`src/rtl/wb_stage_pkg.sv`:
```
// Shared MEM/WB bus layout and WB-stage FSM encoding, imported by the MEM, WB and ID stages.
package wb_stage_pkg;

  localparam int MEM_WB_BUS_W = 74;

  localparam int PC_MSB     = 73;
  localparam int PC_LSB     = 42;
  localparam int RESULT_MSB = 41;
  localparam int RESULT_LSB = 10;
  localparam int RD_MSB     = 9;
  localparam int RD_LSB     = 5;
  localparam int RF_WE_BIT  = 4;
  localparam int HALT_BIT   = 3;

  typedef enum logic {
    RUN    = 1'b0,
    HALTED = 1'b1
  } wb_state_e;

endpackage

```
`src/rtl/wb_stage.sv`:
```
// Write-back stage: MEM/WB pipeline register, run/halt FSM and retired-instruction counter.
module wb_stage
  import wb_stage_pkg::*;
(
  input  logic                    clk,
  input  logic                    reset,
  input  logic                    mem_to_wb_reg_valid,
  input  logic [MEM_WB_BUS_W-1:0] mem_data,
  output logic                    mem_wb_reg_allow_in,
  output logic [4:0]              wb_rd,
  output logic [31:0]             wb_wdata,
  output logic                    wb_we,
  output logic [31:0]             wb_pc,
  output logic                    wb_valid,
  output logic                    halted,
  output logic [63:0]             instret
);

  wb_state_e   state;
  logic        valid_q;
  logic [31:0] pc_q;
  logic [31:0] result_q;
  logic [4:0]  rd_q;
  logic        rf_we_q;
  logic        halt_q;
  logic [63:0] instret_q;
  logic        unused_reserved;

  assign unused_reserved = ^mem_data[2:0];

  assign mem_wb_reg_allow_in = (state == RUN);

  // An instruction captured on the edge that enters HALTED must never retire.
  assign wb_valid = valid_q && (state == RUN);
  assign wb_we    = wb_valid && rf_we_q && (rd_q != 5'd0);
  assign wb_rd    = rd_q;
  assign wb_wdata = result_q;
  assign wb_pc    = pc_q;
  assign halted   = (state == HALTED);
  assign instret  = instret_q;

  always_ff @(posedge clk or negedge reset) begin
    if (!reset) begin
      valid_q  <= 1'b0;
      pc_q     <= '0;
      result_q <= '0;
      rd_q     <= '0;
      rf_we_q  <= 1'b0;
      halt_q   <= 1'b0;
    end else if (mem_wb_reg_allow_in) begin
      valid_q <= mem_to_wb_reg_valid;
      if (mem_to_wb_reg_valid) begin
        pc_q     <= mem_data[PC_MSB:PC_LSB];
        result_q <= mem_data[RESULT_MSB:RESULT_LSB];
        rd_q     <= mem_data[RD_MSB:RD_LSB];
        rf_we_q  <= mem_data[RF_WE_BIT];
        halt_q   <= mem_data[HALT_BIT];
      end
    end else begin
      valid_q <= 1'b0;
    end
  end

  always_ff @(posedge clk or negedge reset) begin
    if (!reset) begin
      state <= RUN;
    end else begin
      case (state)
        RUN:     if (wb_valid && halt_q) state <= HALTED;
        HALTED:  state <= HALTED;
        default: state <= RUN;
      endcase
    end
  end

  always_ff @(posedge clk or negedge reset) begin
    if (!reset) begin
      instret_q <= '0;
    end else if (wb_valid) begin
      instret_q <= instret_q + 64'd1;
    end
  end

endmodule
```
`config.mk`:
```
export PLATFORM = sky130hd
export DESIGN_NAME = wb_stage
export DESIGN_NICKNAME = d
export VERILOG_FILES = /design/src/rtl/wb_stage_pkg.sv /design/src/rtl/wb_stage.sv
export SDC_FILE = /design/constraint.sdc
export NUM_CORES = 1
export LEC_CHECK = 0
export CAP_MARGIN = 10
export CORE_AREA = 2 2 117 119
export DETAILED_ROUTE_END_ITERATION = 12
export DIE_AREA = 0 0 119 121
export GPL_ROUTABILITY_DRIVEN = 0
export PLACE_DENSITY_LB_ADDON = 0.1
export SLEW_MARGIN = 0
export SYNTH_ARGS = -nofsm -noshare
export SYNTH_HDL_FRONTEND = slang
export SYNTH_SLANG_ARGS = --single-unit
export TNS_END_PERCENT = 30
```
`constraint.sdc`:
```
create_clock -name clk -period 2.9 [get_ports clk]
set_clock_uncertainty 0.1 [all_clocks]
set_input_delay 0.435 -clock clk [delete_from_list [all_inputs] [get_ports clk]]
set_output_delay 0.435 -clock clk [all_outputs]
set_load 0.03 [all_outputs]
```
==> impl_metrics.py <==
metrics = {
    "logic_synthesis": {
        "ys_ff_latch": 137,
        "synth.yosys.seq_area_share_pct": 60.6,
        "avgSynthCellArea_um2": 12.8,
        "syn-cell-area_um2": 5660,
        "synth_edf_count": 0,
        "synthTopCellsByArea": "dfrtp_1, mux2_2, xor2_1",
        "synth_flop_cell": "dfrtp_1",
        "ys.warnings.count": 0,
        "synth_top_area_share_pct": 60.6,
        "synth_area_leader_cell": "dfrtp_1",
        "synth_nets": 520,
        "ys_types": 28,
        "synth-async-reset-ratio_pct": 100,
        "syn-instance-count": 442,
    },
    "clock_network": {
        "cts_root_buf": "clkbuf_16",
        "h-tree-depth": 4,
        "cts_buffers": 17,
        "clk_latency_ns": 0.42,
        "tritoncts": "yes",
        "cts_hold_buffers": 0,
        "post-cts-setup-buffers": 0,
        "cts-resized-gates": 0,
        "clock_sinks": 137,
        "ctsLongestPathBuffers": 2,
        "path_clk_slew_ns": 0.06,
    },
    "timing": {
        "fin_setup_tns_ns": 0,
        "hold_ws_ns": -0.00144,
        "max_freq_mhz": 380,
        "post-route-period-util_pct": 90.7,
        "finalHoldViolations": 1,
        "worstMarginPinSlew_ns": 0.864,
        "drv_slew": 0,
        "relSlewSlack_pct": 42.4,
        "worst_slack_ns": 0.268,
        "rsz0062_at_grt": "false",
        "setup_viol": 0,
        "timing.final.crit_period_ns": 2.63,
    },
    "routing": {
        "antenna_left": 0,
        "wl_um": 14000,
        "drc": 0,
        "drt-pass1-iter-count": 4,
        "wl_per_cell_um": 16.4,
        "viasPerCell": 4.94,
        "first_iter_violations": 199,
        "vias": 4206,
    },
    "die": {
        "coreArea_um2": 13100,
        "initial_utilization_pct": 43.2,
        "pin_count": 214,
        "dieArea_um2": 14400,
        "die_height_um": 121,
        "die_w_um": 119,
        "rows": 42,
    },
    "global_route": {
        "antenna_found_initial": 0,
        "grt_usage_pct": 20.3,
        "grt_max_degree": 96,
        "grt_pass1_wl_um": 22600,
        "grt_pass1_vias": 4390,
        "grt.overflow.total": 0,
    },
    "finish": {
        "area_growth_pct": 51.7,
        "finalNonFillerCells": 852,
        "antennaDiodeCount": 0,
        "multi_input_area_um2": 2110,
        "final_layout_size_suffix_gt1_share_pct": 17.3,
        "regArea_um2": 3430,
        "post-route-util_pct": 65.5,
        "finalNetCount": 742,
        "n_fill_cell": 1008,
    },
    "power_and_ir_drop": {
        "ir_worst_vdd_v": 0.000634,
        "power.density_nw_per_um2": 935,
        "leakagePower_nw": 3.66,
    },
    "outcome": {
        "status": "complete, but fails checks",
        "failed_checks": "negative hold slack",
    },
    "critical_path": {
        "crit_path_end_kind": "output pin",
        "path_max_fanout": 3,
        "required_ns": 2.37,
        "arrival_ns": 2.10,
        "regToRegSetupSlack_ns": 0.37,
        "crit_path_start_kind": "register",
        "path_class": "register to output pin",
    },
    "flow_run": {
        "maxCapViolations": 0,
    },
    "place": {
        "dp_hpwl_um": 10000,
        "dp.cells": 821,
        "pre_cts_ws_ns": 0.403,
        "portBuffers": 210,
    },
    "hold_path": {
        "hold_class": "primary input to asynchronous set/reset pin",
    },
}
==> path summary, 6_finish.rpt <==
check                            start           to  depth (start not counted)
max                           wb_rd[1]        wb_we                          3
min in group clk           instret[63]  instret[63]                          1
max in group asynchronous        reset  wb_wdata[6]                          2
min reg2reg                instret[63]  instret[63]                          1
max reg2reg                instret[16]  instret[57]                          5
min                              reset  instret[18]                          1
==> logic make-up after synthesis <==
logic type      count (synthesis)  share of synthesized area [%]
flops                         137                           60.6
compound gates                  1                          0.177
mux                            71                           14.1
buf+inv                        26                           2.08
xor+xnor                       63                           9.76
fa+ha+maj                       1                          0.221
simple gates                  143                           13.0
==> per-layer routing <==
| layer | vias to the layer above | global-route usage (%) | share of wire (%) |
|---|---|---|---|
| li1 | 1958 | - | - |
| met1 | 2071 | 23.1 | 39 |
| met2 | 157 | 31.9 | 48 |
| met3 | 20 | 11.4 | 11 |
| met4 | 0 | 7.74 | 1.9 |
| met5 | - | 0 | 0 |
==> critical path, cell delays in order, from the launching register on <==
cell             delay [ns]
dfrtp_1                0.38
or3_1                  0.39
o311a_1                0.31
clkdlybuf4s50_1        0.60
==> flip-flops by register name (all words and copies together), names as in the netlist <==
signal    count
valid_q       1
halted        1
rf_we_q       1
instret      64
wb_wdata     32
wb_rd         5
wb_pc        32
halt_q        1
==> layout by cell type, fill, tap and decap left out, drive strengths merged <==
master,netlist,layout
nor3,24,24
nor2,27,27
nand3,20,20
or2,1,1
clkbuf,9,22
xor2,34,34
ha,1,1
dfrtp,137,137
clkinv,1,7
buf,5,8
and3,3,3
or4,1,1
nand2b,1,1
nor4,9,9
o311a,1,1
and2b,1,1
xnor2,29,29
inv,11,11
mux2,71,71
nand4,15,15
bufinv,0,3
nand2,35,35
clkdlybuf4s50,0,209
nand4b,1,1
or3,5,5
==> cell usage after synthesis, types with 3 or more instances <==
cell      instances
and3_1            3
clkbuf_1          9
dfrtp_1         137
inv_1            11
mux2_2           71
nand2_1          35
nand3_1          20
nand4_1          15
nor2_1           27
nor3_1           22
nor4_1            8
or3_1             5
xnor2_1          29
xor2_1           34
==> area by class of cell <==
class	instances	area share, %
tap	176	2.57
clock inverter	9	1.40
sequential	137	40.0
inverter	12	0.525
multi-input combinational	279	24.6
clock buffer	22	5.65
timing repair buffer	217	25.3
==> power breakdown <==
group / internal (mW) / switching (mW) / total, mW
logic: 1.43 / 1.64 / 3.07
clock network: 1.43 / 0.763 / 2.19
registers: 2.45 / 0.310 / 2.76
==> through the flow <==
| stage | total power [mW] | cell area [µm²] |
|---|---|---|
| 3_3_place_gp | 5.82 | 7970 |
| 3_5_place_dp | 5.88 | 7970 |
| 2_1_floorplan | 4.43 | 5660 |
| 5_1_grt | 8.39 | 8580 |
| 4_1_cts | 8.11 | 8580 |
| 6_report | 8.02 | 8580 |
Power figures use the tool's default switching activity.
